--- config.mk ---
export PLATFORM = sky130hd
export DESIGN_NAME = lock_key_ctrl
export DESIGN_NICKNAME = d
export VERILOG_FILES = /design/src/rtl/lock_key_ctrl_pkg.sv /design/src/rtl/lock_key_ctrl_key_debounce.sv /design/src/rtl/lock_key_ctrl.sv
export SDC_FILE = /design/constraint.sdc
export NUM_CORES = 1
export LEC_CHECK = 0
export ABC_AREA = 1
export BUFFER_PORTS_ARGS = -buffer_cell sky130_fd_sc_hd__buf_4
export CORE_MARGIN = 3
export CORE_UTILIZATION = 62
export DETAILED_ROUTE_END_ITERATION = 7
export GPL_TIMING_DRIVEN = 1
export PLACE_DENSITY = 0.85
export SLEW_MARGIN = 10
export SYNTH_ARGS = -nofsm -noshare
export SYNTH_HDL_FRONTEND = slang
export SYNTH_SLANG_ARGS = --single-unit
--- constraint.sdc ---
create_clock -name clk -period 5.9 [get_ports clk]
set_input_delay 1.18 -clock clk [delete_from_list [all_inputs] [get_ports clk]]
set_output_delay 1.18 -clock clk [all_outputs]
set_load 0.05 [all_outputs]
--- src/rtl/lock_key_ctrl_pkg.sv ---
// Shared types and helpers for the combination-lock key/decision block.
package lock_key_ctrl_pkg;

    // Decision FSM states; encodings kept identical to the shared display constants.
    typedef enum logic [1:0] {
        ST_ENTRY = 2'd0,
        ST_CHECK = 2'd1,
        ST_SHOW  = 2'd2,
        ST_LOCK  = 2'd3
    } lock_state_t;

    // Width of the SHOW/LOCK timer and the debounce counters.
    localparam int unsigned TIMER_W = 32;

    // Width of the consecutive-failure counter.
    localparam int unsigned FAIL_W = 3;

    // Saturating increment of the failure counter.
    function automatic logic [FAIL_W-1:0] fail_inc(input logic [FAIL_W-1:0] cnt,
                                                   input logic [FAIL_W-1:0] max);
        return (cnt >= max) ? max : cnt + FAIL_W'(1);
    endfunction

endpackage

--- src/rtl/lock_key_ctrl_key_debounce.sv ---
// Button synchronizer and debouncer: the level follows the input only after it has
// been stable for DB_CYC cycles, and a press pulse marks the debounced 1->0 edge.
module key_debounce
    import lock_key_ctrl_pkg::*;
#(
    parameter int unsigned DB_CYC = 500_000
) (
    input  logic clk,
    input  logic rst,
    input  logic key_n,
    output logic key_level,
    output logic press_pulse
);

    logic                sync1;
    logic                sync2;
    logic [TIMER_W-1:0]  stable_cnt;

    // Two-flop synchronizer; resets to the pressed level so a button held through
    // reset release never produces an edge until it is released and pressed again.
    always_ff @(posedge clk or posedge rst) begin
        if (rst) begin
            sync1 <= 1'b0;
            sync2 <= 1'b0;
        end else begin
            sync1 <= key_n;
            sync2 <= sync1;
        end
    end

    // Count consecutive cycles of disagreement; any bounce back restarts the count.
    always_ff @(posedge clk or posedge rst) begin
        if (rst) begin
            stable_cnt  <= '0;
            key_level   <= 1'b0;
            press_pulse <= 1'b0;
        end else begin
            press_pulse <= 1'b0;
            if (sync2 == key_level) begin
                stable_cnt <= '0;
            end else if (stable_cnt == TIMER_W'(DB_CYC - 1)) begin
                stable_cnt  <= '0;
                key_level   <= sync2;
                press_pulse <= ~sync2;
            end else begin
                stable_cnt <= stable_cnt + TIMER_W'(1);
            end
        end
    end

endmodule

--- src/rtl/lock_key_ctrl.sv ---
// Input/decision side of the combination lock: switch sync, key debounce,
// password check, result hold timer and failure lockout.
module lock_key_ctrl
    import lock_key_ctrl_pkg::*;
#(
    parameter int unsigned DB_CYC   = 500_000,
    parameter logic [3:0]  PASSWORD = 4'b1001,
    parameter int unsigned SHOW_CYC = 150_000_000,
    parameter int unsigned MAX_FAIL = 3,
    parameter int unsigned LOCK_CYC = 500_000_000
) (
    input  logic              clk,
    input  logic              rst,
    input  logic              key_enter_n,
    input  logic              key_clr_n,
    input  logic [3:0]        sw,
    output logic [3:0]        ctrl,
    output logic              enter_trig,
    output logic              init_trig,
    output logic              com_result,
    output logic              locked,
    output logic [FAIL_W-1:0] fail_cnt
);

    lock_state_t        state_q, state_d;
    logic [3:0]         sw_s1, sw_s2;
    logic [TIMER_W-1:0] timer_q, timer_d;
    logic [FAIL_W-1:0]  fail_q, fail_d;
    logic               com_q, com_d;
    logic               clr_pend_q, clr_pend_d;
    logic               expire_init;
    logic               match;
    logic               enter_press, clr_press;
    logic               enter_level, clr_level;
    logic               unused_levels;

    key_debounce #(.DB_CYC(DB_CYC)) u_db_enter (
        .clk         (clk),
        .rst         (rst),
        .key_n       (key_enter_n),
        .key_level   (enter_level),
        .press_pulse (enter_press)
    );

    key_debounce #(.DB_CYC(DB_CYC)) u_db_clr (
        .clk         (clk),
        .rst         (rst),
        .key_n       (key_clr_n),
        .key_level   (clr_level),
        .press_pulse (clr_press)
    );

    assign unused_levels = enter_level ^ clr_level;

    // Switch synchronizer; the second stage doubles as the frozen code register
    // (only loads in ENTRY), keeping ctrl at two cycles of latency.
    always_ff @(posedge clk or posedge rst) begin
        if (rst) begin
            sw_s1 <= '0;
            sw_s2 <= '0;
        end else begin
            sw_s1 <= sw;
            if (state_q == ST_ENTRY) begin
                sw_s2 <= sw_s1;
            end
        end
    end

    assign ctrl  = sw_s2;
    assign match = (sw_s2 == PASSWORD);

    // FSM state register.
    always_ff @(posedge clk or posedge rst) begin
        if (rst) begin
            state_q <= ST_ENTRY;
        end else begin
            state_q <= state_d;
        end
    end

    // Timer, failure counter, held result and the deferred clear-initiated init pulse.
    always_ff @(posedge clk or posedge rst) begin
        if (rst) begin
            timer_q    <= '0;
            fail_q     <= '0;
            com_q      <= 1'b0;
            clr_pend_q <= 1'b0;
        end else begin
            timer_q    <= timer_d;
            fail_q     <= fail_d;
            com_q      <= com_d;
            clr_pend_q <= clr_pend_d;
        end
    end

    // Next-state, counter updates and pulse generation.
    always_comb begin
        state_d     = state_q;
        timer_d     = timer_q;
        fail_d      = fail_q;
        com_d       = com_q;
        clr_pend_d  = 1'b0;
        enter_trig  = 1'b0;
        expire_init = 1'b0;
        unique case (state_q)
            ST_ENTRY: begin
                timer_d = '0;
                if (clr_press) begin
                    clr_pend_d = 1'b1;
                end else if (enter_press) begin
                    state_d = ST_CHECK;
                end
            end
            ST_CHECK: begin
                enter_trig = 1'b1;
                com_d      = match;
                timer_d    = '0;
                if (match) begin
                    fail_d  = '0;
                    state_d = ST_SHOW;
                end else begin
                    fail_d  = fail_inc(fail_q, FAIL_W'(MAX_FAIL));
                    state_d = (fail_d == FAIL_W'(MAX_FAIL)) ? ST_LOCK : ST_SHOW;
                end
            end
            ST_SHOW: begin
                if (timer_q == TIMER_W'(SHOW_CYC - 1)) begin
                    expire_init = 1'b1;
                    timer_d     = '0;
                    state_d     = ST_ENTRY;
                end else if (clr_press) begin
                    clr_pend_d = 1'b1;
                    timer_d    = '0;
                    state_d    = ST_ENTRY;
                end else begin
                    timer_d = timer_q + TIMER_W'(1);
                end
            end
            ST_LOCK: begin
                if (timer_q == TIMER_W'(LOCK_CYC - 1)) begin
                    expire_init = 1'b1;
                    timer_d     = '0;
                    fail_d      = '0;
                    state_d     = ST_ENTRY;
                end else begin
                    timer_d = timer_q + TIMER_W'(1);
                end
            end
            default: begin
                state_d = ST_ENTRY;
            end
        endcase
    end

    // During CHECK the fresh comparison is presented so it is valid alongside enter_trig.
    assign com_result = (state_q == ST_CHECK) ? match : com_q;
    assign init_trig  = expire_init | clr_pend_q;
    assign locked     = (state_q == ST_LOCK);
    assign fail_cnt   = fail_q;

endmodule

# Yosys cells after proc, flatten, opt, wreduce, memory -nomap -nowiden
# Cells that the tools add are included.
# word_totals
register_bits,119
latchBits,0
mem_bits_rw,0
rom_bits,0
inputBits,8
out_inout_bits,11
wordCells,81
n_memories,0
# classes
n_addsub,4
mul,0
n_div,0
magnitude_cmp,1
n_eq_ne,15
shifts,0
mux,32
bitwise_logic,5
reduce_logical,7
# ops
cell,count
$mux W32,7
$add A32 B1 Y32 const B,3
$pmux W32 S3,1
$eq A32 B19 Y1 const B,2
$eq A32 B28 Y1 const B,1
$eq A32 B29 Y1 const B,1
$mux W1,12
$mux W2,5
$mux W3,3
$pmux W2 S4,1
$pmux W3 S2,1
$reduce_and A2 Y1,3
$eq A2 B2 Y1 const B,2
$eq A4 B4 Y1 const B,1
$ne A2 B1 Y1 const B,2
$not A1 Y1,4
$pmux W1 S2,2
$reduce_and A4 Y1,1
$add A3 B1 Y3 const B,1
$eq A3 B2 Y1 const B,1
$ge A3 B2 Y1 const B,1
$ne A3 B2 Y1 const B,1
$eq A1 B1 Y1,2
$eq A2 B1 Y1 const B,1
5 further kinds,5

# Longest topological paths before layout
# Gate-level depths: netlist of the first run.
# depth
ltp_word,6
mapped_depth,11
mapped_depth_nobuf,10

# Modules after synthesis
# Synthesis of the first run repeated with hierarchy kept, for this count alone.
# hier_totals
hier_cells,1035
area_unflattened_um2,7216.9
# by_module_without_submodules
mod,instances,cells_per_inst,area_per_inst_um2,seq_area_each_um2
key_debounce,2,321,2198.4,900.9
lock_key_ctrl,1,393,2820.2,1176.1

# Worst setup path before layout of the first run
# No wires, ideal clock.
# synth_timing
path_type,register to output
from,register state_q[0]
to,output port com_result
arrival_ns,1.966
t_required_ns,4.720
slack_ns,2.754
stages_incl_launch_ff,5
n_path_buf,0
path_cell_list,dfrtp_1 -> inv_1 -> nor2_1 -> nor2_1 -> nor2_1
# synth_via
elab_chain_len,2
# synth_rtl
element,line_no,text
start: declaration,lock_key_ctrl.sv:25,"lock_state_t state_q, state_d;"
start signal: assignment,lock_key_ctrl.sv:77,state_q <= state_d;
$eq A2 B1 Y1,lock_key_ctrl.sv:156,assign com_result = (state_q == ST_CHECK) ? match : com_q;
$mux W1,--,
end: declaration,lock_key_ctrl.sv:20,"output logic com_result,"
# Every way passes these cells.

# Worst setup path after layout of the first run
# layout_timing
from,register timer_q[0]
to,output port init_trig
# layout_via
elab_chain_len,4
elab_cells_between_ends,6
classes_between,2 x eq/ne; 3 x mux; 1 x bitwise
# layout_rtl
element,line_no,text
start: declaration,lock_key_ctrl.sv:27,"logic [TIMER_W-1:0] timer_q, timer_d;"
start signal: assignment,lock_key_ctrl.sv:89,timer_q <= timer_d;
$eq A32 B29 Y1 / $eq A32 B28 Y1 (equally long branches),"lock_key_ctrl.sv:140, lock_key_ctrl.sv:127",
$mux W1 (on tied branches),"lock_key_ctrl.sv:140, lock_key_ctrl.sv:127",
$pmux W1 S2 *,lock_key_ctrl.sv:105,unique case (state_q)
$or A1 B1 Y1 *,lock_key_ctrl.sv:157,assign init_trig = expire_init | clr_pend_q;
end: declaration,lock_key_ctrl.sv:19,"output logic init_trig,"
# Every way passes the cells marked *; elsewhere a longest branch is shown, timed or not.

==> flow_summary.json, run 1 <==
{
  "p_leak_nw": 3.242,
  "period_minus_slack_ns": 3.332,
  "cts_buffer_depth": 2,
  "port_buffers": 18,
  "rsz0062_at_grt": "false",
  "peakVddDrop_uv": 346.1,
  "cts.sinks": 119,
  "routed_via_density": 5.341,
  "nNetsFinal": 1001,
  "dp.cells": 1104,
  "drive_gt1_share_pct": 8.500,
  "grtUsageTotal_pct": 27.84,
  "worstPathRequired_ns": 4.72,
  "initial_core_util_pct": 64.79,
  "area_growth_syn_to_layout_pct": 13.66,
  "antenna_found_initial": 0,
  "r2r-start": "u_db_clr.stable_cnt[0]",
  "antenna_cells": 0,
  "drt.antenna.violating_nets": 0,
  "hold_viol_final": 0,
  "hp-class": "flip-flop to flip-flop",
  "postCtsSetupBuffers": 0,
  "powerDensity_nw_per_um2": 265.1,
  "setup_tns_ns": 0,
  "postLayoutCellArea_sq_um": 7705,
  "setup_ws_ns": 2.568,
  "rr_worst_depth": 8,
  "syn_inst": 956,
  "cts_resized": 0,
  "synth_area_sq_um": 6779,
  "synth_commonest_cells": "nand2_1 (282), nor2_1 (232), dfrtp_1 (119)",
  "rows": 37,
  "worstPathMaxFanout": 4,
  "arrival_ns": 2.15,
  "dp_slack_ns": 3.148,
  "cts_root_buffer": "clkbuf_8",
  "ys.flop_type": "dfrtp_1",
  "synthArstFlopShare_pct": 100.0,
  "core-area_sq_um": 10460,
  "clk_latency_ns": 0.54,
  "worstSetupEndpoint": "init_trig",
  "fin_cells": 1136,
  "fillers": 856,
  "grt_max_degree": 70,
  "synth_area_leaders": "dfrtp_1 (44%), nand2_1 (16%), nor2_1 (13%)",
  "hold_buffers": 0,
  "globalRouteMet2Util_pct": 44.46,
  "synth_cell_types": 28,
  "critPathLaunchType": "flip-flop",
  "yosysTopAreaCell": "dfrtp_1",
  "yosysWarnings": 0,
  "htree_num_levels": 4,
  "numCtsBuffers": 17,
  "routedWlPerCell_microns": 14.27,
  "status": "finished clean",
  "seq_area_frac_synth_pct": 43.93,
  "fin_crit_sh_pct": 56.48,
  "die_y_microns": 110.6,
  "initialDrtViolationCount": 645,
  "routed_wl_microns": 16210,
  "vias": 6067,
  "io_pins": 19,
  "drc": 0,
  "syn_nets": 970,
  "grt_pass1_vias": 5927,
  "die_width_microns": 110.6,
  "holdWs_ns": 0.3696,
  "path_clk_slew_ns": 0.06,
  "setup_viol": 0,
  "seq_area_sq_um": 2978,
  "power_mw": 2.042,
  "synth_edf_count": 0,
  "critPathLaunch": "timer_q[0]",
  "use_met1_pct": 36.39,
  "fmax_mhz": 300.1,
  "max_slew_margin_pct": 41.83,
  "dp_hpwl_microns": 11450,
  "drt_first_pass_iters": 7,
  "crit_type": "flip-flop to primary output",
  "cts_tree": "built",
  "synth_seq_cells": 119,
  "cp-end-kind": "primary output",
  "gr-usage-met3_pct": 8.438,
  "slew_violations": 0,
  "hold_depth": 0,
  "grt_pass1_wl_microns": 27600,
  "synth.top_cell.area_share_pct": 43.93,
  "gr-total-overflow": 0,
  "die_area_sq_um": 12220,
  "drv_cap": 0,
  "avgSynthCellArea_sq_um": 7.091,
  "synth.most_common_cell": "nand2_1",
  "worst_pin_slew_ns": 0.8726,
  "placed_cell_area_sq_um": 7037,
  "routabilityCongestion": 0.9839,
  "multi_input_area_sq_um": 3326,
  "final_core_util_pct": 73.64,
  "grt.busiest_layer": "met2",
  "r2r_end": "u_db_clr.stable_cnt[17]",
  "fin_skew_ns": 0.009178,
  "r2r_slack_ns": 3.98
}
-- power breakdown --
group	internal [mW]	switching, mW
Combinational	0.0106	0.0350
Sequential	0.824	0.00602
Clock	0.793	0.373
-- worst min-delay path by stage --
stage                endpoint  slack (ns)           start
6_report       u_db_clr.sync2        0.37  u_db_clr.sync1
4_1_cts        u_db_clr.sync2        0.37  u_db_clr.sync1
3_3_place_gp   u_db_clr.sync2        0.36  u_db_clr.sync1
5_1_grt        u_db_clr.sync2        0.37  u_db_clr.sync1
2_1_floorplan  u_db_clr.sync2        0.33  u_db_clr.sync1
3_5_place_dp   u_db_clr.sync2        0.36  u_db_clr.sync1
-- area by class of cell --
cell class	instances	area share (%)
Clock buffer	20	5.781
Timing Repair Buffer	19	1.851
Tap cell	136	2.209
Sequential cell	119	38.65
Multi-Input combinational cell	720	43.16
Inverter	110	5.456
Clock inverter	12	2.891
-- worst max-delay path, stage by stage, from the launching register on --
cell	delay (ns)
dfrtp_1	0.41
ha_1	0.23
nand3_2	0.15
inv_2	0.12
nand2_2	0.09
nor2_2	0.14
nand3_1	0.16
nand3b_1	0.13
buf_4	0.20
-- cells by family (layout without fill, tap and decap cells) --
group	Yosys count	in the layout	synth area share (%)
simple gates	642	642	39.07
flops	119	119	43.93
buf+inv	117	161	7.014
xor+xnor	55	55	7.106
compound gates	13	13	1.107
fa+ha+maj	6	6	1.107
mux	4	4	0.6644
-- registers in the layout, summed over array words and instances, names as in the netlist --
signal	count
u_db_enter.sync2	1
u_db_enter.stable_cnt	32
u_db_clr.key_level	1
fail_cnt	3
ctrl	4
u_db_enter.press_pulse	1
state_q	2
u_db_clr.press_pulse	1
u_db_clr.sync1	1
u_db_enter.key_level	1
clr_pend_q	1
com_q	1
sw_s1	4
timer_q	32
u_db_enter.sync1	1
u_db_clr.stable_cnt	32
u_db_clr.sync2	1
-- per-layer routing --
metal,up-vias,part of all wire [%]
met5,-,0
met4,0,2.5
met3,47,6.5
met2,241,46
met1,2788,45
li1,2991,-
-- placed cells by master, fill, tap and decap left out, drive strengths merged --
cell type and count:
and2 1, nand3 48, ha 6, buf 19, o21ai 3, nand3b 7, mux2 4, xor2 48
o21a 3, nor2 251, nand4 10, clkinvlp 2, clkbuf 20, a21oi 6, bufinv 6, and3 1
inv 109, xnor2 7, o211ai 1, clkinv 5, dfrtp 119, nor3 36, nand2 288
(Power assumes the default switching activity.)
==> inputs of run 2 (changes only) <==
--- a/config.mk
+++ b/config.mk
@@ -8,10 +8,10 @@
 export ABC_AREA = 1
 export BUFFER_PORTS_ARGS = -buffer_cell sky130_fd_sc_hd__buf_4
 export CORE_MARGIN = 3
-export CORE_UTILIZATION = 62
+export CORE_UTILIZATION = 57
 export DETAILED_ROUTE_END_ITERATION = 7
 export GPL_TIMING_DRIVEN = 1
-export PLACE_DENSITY = 0.85
+export PLACE_DENSITY = 0.83
 export SLEW_MARGIN = 10
 export SYNTH_ARGS = -nofsm -noshare
 export SYNTH_HDL_FRONTEND = slang
==> constraint.sdc (replaced) <==
create_clock -name clk -period 2.7 [get_ports clk]
set_input_delay 0.54 -clock clk [delete_from_list [all_inputs] [get_ports clk]]
set_output_delay 0.54 -clock clk [all_outputs]
set_load 0.05 [all_outputs]
==> run 2 against run 1 <==
Clock power grew 120%. Via count is 1.4% lower. Worst setup slack worse by 2.4 ns. Global-route usage is 2.5 points lower. Wire length decreased by 1.9%. Clock-buffer cell count unchanged. Critical endpoint unchanged. Largest cell class unchanged. Highest routed layer unchanged.
==> flow_summary.json, run 2 (synthesized netlist as in run 1, its figures left out) <==
{
  "status": "finished clean",
  "cts_resized": 0,
  "die_area_sq_um": 13240,
  "grt_pass1_vias": 5715,
  "numCtsBuffers": 17,
  "fmax_mhz": 393.3,
  "clk_latency_ns": 0.41,
  "setup_tns_ns": 0,
  "drt.antenna.violating_nets": 0,
  "die_y_microns": 115.1,
  "io_pins": 19,
  "htree_num_levels": 4,
  "critPathLaunch": "timer_q[0]",
  "hp-class": "primary input to asynchronous set/reset pin",
  "antenna_cells": 0,
  "grt_pass1_wl_microns": 26460,
  "postCtsSetupBuffers": 0,
  "hold_buffers": 0,
  "crit_type": "flip-flop to primary output",
  "initial_core_util_pct": 58.87,
  "drc": 0,
  "cp-end-kind": "primary output",
  "drv_cap": 0,
  "gr-total-overflow": 0,
  "p_leak_nw": 3.258,
  "grt_max_degree": 101,
  "layout_commonest_cell": "nand2_1",
  "layout_common_cells": "nand2_1 (282), nor2_1 (232), dfrtp_1 (119)",
  "r2r_slack_ns": 0.83,
  "slew_violations": 0,
  "fin_skew_ns": 0.007587,
  "routed_wl_microns": 15900,
  "antenna_found_initial": 0,
  "worstPathMaxFanout": 4,
  "vias": 5982,
  "core-area_sq_um": 11520,
  "worstPathRequired_ns": 2.16,
  "rows": 39,
  "worst_pin_slew_ns": 0.7459,
  "die_width_microns": 115.1,
  "grtUsageTotal_pct": 25.31,
  "rsz0062_at_grt": "false",
  "r2r-start": "u_db_clr.stable_cnt[0]",
  "port_buffers": 18,
  "fin_crit_sh_pct": 94.16,
  "area_growth_syn_to_layout_pct": 14.27,
  "routed_via_density": 5.234,
  "rr_worst_depth": 8,
  "arrival_ns": 2.00,
  "holdWs_ns": 0.1481,
  "path_clk_slew_ns": 0.05,
  "critPathLaunchType": "flip-flop",
  "cts_tree": "built",
  "crit_slowest_cell": "dfrtp_1",
  "top_regs": "timer_q (32), u_db_clr.stable_cnt (32), u_db_enter.stable_cnt (32)",
  "initialDrtViolationCount": 592,
  "cts.sinks": 119,
  "max_stage_delay_ns": 0.40,
  "path_cells": "ha_1 -> nand3_2 -> inv_2 -> nand2_2 -> nor2_2 -> nand3_1 -> nand3b_1 -> buf_4",
  "powerDensity_nw_per_um2": 585.5,
  "cts_buffer_depth": 2,
  "dp_hpwl_microns": 11220,
  "cts_root_buffer": "clkbuf_16",
  "peakVddDrop_uv": 552.2,
  "drt_first_pass_iters": 6,
  "final_core_util_pct": 67.26,
  "routedWlPerCell_microns": 13.91,
  "placed_cell_area_sq_um": 7059,
  "nNetsFinal": 1001,
  "setup_viol": 0,
  "max_slew_margin_pct": 50.22,
  "routabilityCongestion": 0.9749,
  "drive_gt1_share_pct": 8.600,
  "period_minus_slack_ns": 2.542,
  "hold_viol_final": 0,
  "r2r_end": "u_db_clr.stable_cnt[17]",
  "postLayoutCellArea_sq_um": 7746
}
-- run 2: how the worst max path moves through the flow --
stage	to	slack, ns
floorplan	com_result	0.19
global placement	init_trig	0.69
detailed placement	init_trig	0.61
CTS	init_trig	0.15
global route	init_trig	0.04
finish	init_trig	0.16
-- run 2: cell type report --
type	count	area (sq um)
multi-input combinational	720	3326
clock buffer	20	466.7
inverter	110	421.7
timing repair buffer	19	155.1
sequential	119	2978
tap	143	178.9
clock inverter	12	220.2
fill	969	3770
-- run 2: critical path, delay by kind of cell, from the launching register on --
kind	cells	cell delay, ns
flops	1	0.40
simple gates	5	0.66
buf+inv	2	0.31
fa+ha+maj	1	0.22
-- run 2: routing by layer --
| layer | track usage [%] | routed length (microns) |
|---|---|---|
| met5 | 0 | 0 |
| met4 | 8.529 | 297 |
| met3 | 6.737 | 894 |
| met2 | 40.78 | 7474 |
| met1 | 33.31 | 7233 |
-- run 2: report_power, final --
part / leakage [nW] / switching (mW) / internal, mW
clock network: 0.336 / 0.816 / 1.80
registers: 1.63 / 0.0115 / 1.80
logic: 1.29 / 0.0777 / 0.0253
total: 3.26 / 0.905 / 3.63
-- run 2: metrics by stage --
step | setup WS (ns) | cells | total power [mW]
after CTS | 0.1512 | 1143 | 4.563
after global placement | 0.6854 | 1111 | 1.946
after floorplan | 0.1938 | 956 | 1.910
after global routing | 0.03887 | 1143 | 4.658
final | 0.1576 | 1143 | 4.535
after detailed placement | 0.6128 | 1111 | 1.948
==> inputs of run 3 (changes only) <==
--- a/config.mk
+++ b/config.mk
@@ -8,10 +8,10 @@
 export ABC_AREA = 1
 export BUFFER_PORTS_ARGS = -buffer_cell sky130_fd_sc_hd__buf_4
 export CORE_MARGIN = 3
-export CORE_UTILIZATION = 57
+export CORE_UTILIZATION = 62
 export DETAILED_ROUTE_END_ITERATION = 7
 export GPL_TIMING_DRIVEN = 1
-export PLACE_DENSITY = 0.83
+export PLACE_DENSITY_LB_ADDON = 0.12
 export SLEW_MARGIN = 10
 export SYNTH_ARGS = -nofsm -noshare
 export SYNTH_HDL_FRONTEND = slang
==> constraint.sdc (replaced) <==
create_clock -name clk -period 2.79 [get_ports clk]
set_input_delay 0.558 -clock clk [delete_from_list [all_inputs] [get_ports clk]]
set_output_delay 0.558 -clock clk [all_outputs]
set_load 0.05 [all_outputs]
==> run 3 against run 2 <==
Power decreased by 13%. Global-route usage up 1.1 points. Sequential share of layout area rose by 0.49 points. Worst hold slack got worse by 0.071 ns. Utilization rose by 5.8 points. Sequential cell count stayed put. Register-to-register slack improved by 0.07 ns. Clock-buffer cell count down 2. Worst setup slack gained 0.022 ns. Combinational power about the same. Non-clock buffer count is 4 higher. Cell count fell by 0.26%. Critical endpoint unchanged. Largest cell class unchanged.
==> flow_summary.json, run 3 (synthesized netlist as in run 1, its figures left out) <==
{
  "status": "finished clean",
  "worst_pin_slew_ns": 0.7427,
  "grt_max_degree": 48,
  "path_cells": "ha_1 -> nand3_2 -> inv_2 -> nand2_2 -> nor2_2 -> nand3_1 -> nand3b_1 -> buf_4",
  "antenna_found_initial": 0,
  "initialDrtViolationCount": 495,
  "postLayoutCellArea_sq_um": 7649,
  "setup_viol": 0,
  "powerDensity_nw_per_um2": 515.7,
  "routabilityCongestion": 0.9497,
  "max_stage_delay_ns": 0.39,
  "cp.depth": 8,
  "cts_root_buffer": "clkbuf_8",
  "antenna_cells": 0,
  "grt_pass1_wl_microns": 26380,
  "port_buffers": 18,
  "cts_tree": "built",
  "htree_num_levels": 4,
  "nNetsFinal": 1005,
  "vias": 5877,
  "fmax_mhz": 383.1,
  "fin_cells": 1140,
  "dp_hpwl_microns": 10920,
  "drt_first_pass_iters": 6,
  "worstPathMaxFanout": 4,
  "layout_commonest_cell": "nand2_1",
  "cts_resized": 0,
  "rsz0062_at_grt": "false",
  "critPathLaunchType": "flip-flop",
  "drc": 0,
  "hold_buffers": 0,
  "hp-class": "primary input to asynchronous set/reset pin",
  "slew_violations": 0,
  "crit_slowest_cell": "dfrtp_1",
  "cts.sinks": 119,
  "postCtsSetupBuffers": 0,
  "initial_core_util_pct": 64.79,
  "clk_latency_ns": 0.53,
  "power_mw": 3.944,
  "rr_worst_depth": 8,
  "die_width_microns": 110.6,
  "die_y_microns": 110.6,
  "cp-end-kind": "primary output",
  "max_slew_margin_pct": 50.43,
  "gr-total-overflow": 0,
  "routed_via_density": 5.155,
  "routedWlPerCell_microns": 13.31,
  "io_pins": 19,
  "dp.cells": 1107,
  "top_regs": "timer_q (32), u_db_clr.stable_cnt (32), u_db_enter.stable_cnt (32)",
  "arrival_ns": 2.05,
  "placed_cell_area_sq_um": 7073,
  "layout_common_cells": "nand2_1 (282), nor2_1 (232), dfrtp_1 (119)",
  "numCtsBuffers": 17,
  "grtUsageTotal_pct": 26.44,
  "fin_crit_sh_pct": 93.56,
  "cts_buffer_depth": 2,
  "area_growth_syn_to_layout_pct": 12.83,
  "setup_tns_ns": 0,
  "core-area_sq_um": 10460,
  "crit_type": "flip-flop to primary output",
  "grt_pass1_vias": 5713,
  "hold_viol_final": 0,
  "drv_cap": 0,
  "peakVddDrop_uv": 504.8,
  "cp.buffers_inverters": 2,
  "cp_top_family": "simple AND/OR/NAND/NOR gates",
  "die_area_sq_um": 12220,
  "worstPathRequired_ns": 2.23,
  "fin_skew_ns": 0.008080,
  "drive_gt1_share_pct": 8.964,
  "path_clk_slew_ns": 0.06,
  "p_leak_nw": 3.217,
  "routed_wl_microns": 15170,
  "rows": 37,
  "period_minus_slack_ns": 2.610,
  "drt.antenna.violating_nets": 0
}
run 3: final timing paths:
check / start / end / slack [ns]
max: timer_q[1] / init_trig / 0.18
max reg2reg: u_db_clr.stable_cnt[0] / u_db_clr.stable_cnt[16] / 0.90
min in group clk: sw[1] / sw_s1[1] / 0.13
min reg2reg: u_db_enter.sync1 / u_db_enter.sync2 / 0.35
min: rst / u_db_clr.stable_cnt[26] / 0.08
max in group asynchronous: rst / timer_q[17] / 1.88
run 3: power by group:
group	switching, mW	internal (mW)	leakage [nW]
Sequential	0.0116	1.74	1.63
Combinational	0.0747	0.0270	1.31
Clock	0.862	1.23	0.275
Total	0.948	3.00	3.22
run 3: per-stage QoR:
stage               setup slack (ns)  hold WS, ns  utilization, %
floorplan                     0.2658       0.3312               -
global placement              0.7411       0.3329           67.60
detailed placement            0.7009       0.3347           67.60
CTS                           0.1339      0.07340           73.03
global route                 0.02090      0.09289           73.10
finish                        0.1798      0.07750           73.10
run 3: cell type report:
class	count	area (sq um)
multi-input cells	720	3326
flip-flops and latches	119	2978
fillers	850	2814
clock buffers	18	427.9
inverters	110	421.7
repair buffers	23	185.2
well taps	136	170.2
clock inverters	14	140.1
run 3: per-layer routing:
layer	vias up	global-route usage (%)	part of all wire, %
li1	3001	-	-
met5	-	0	0
met4	0	11.08	2.4
met1	2675	35.71	47
met3	32	5.534	5.2
met2	169	41.59	46
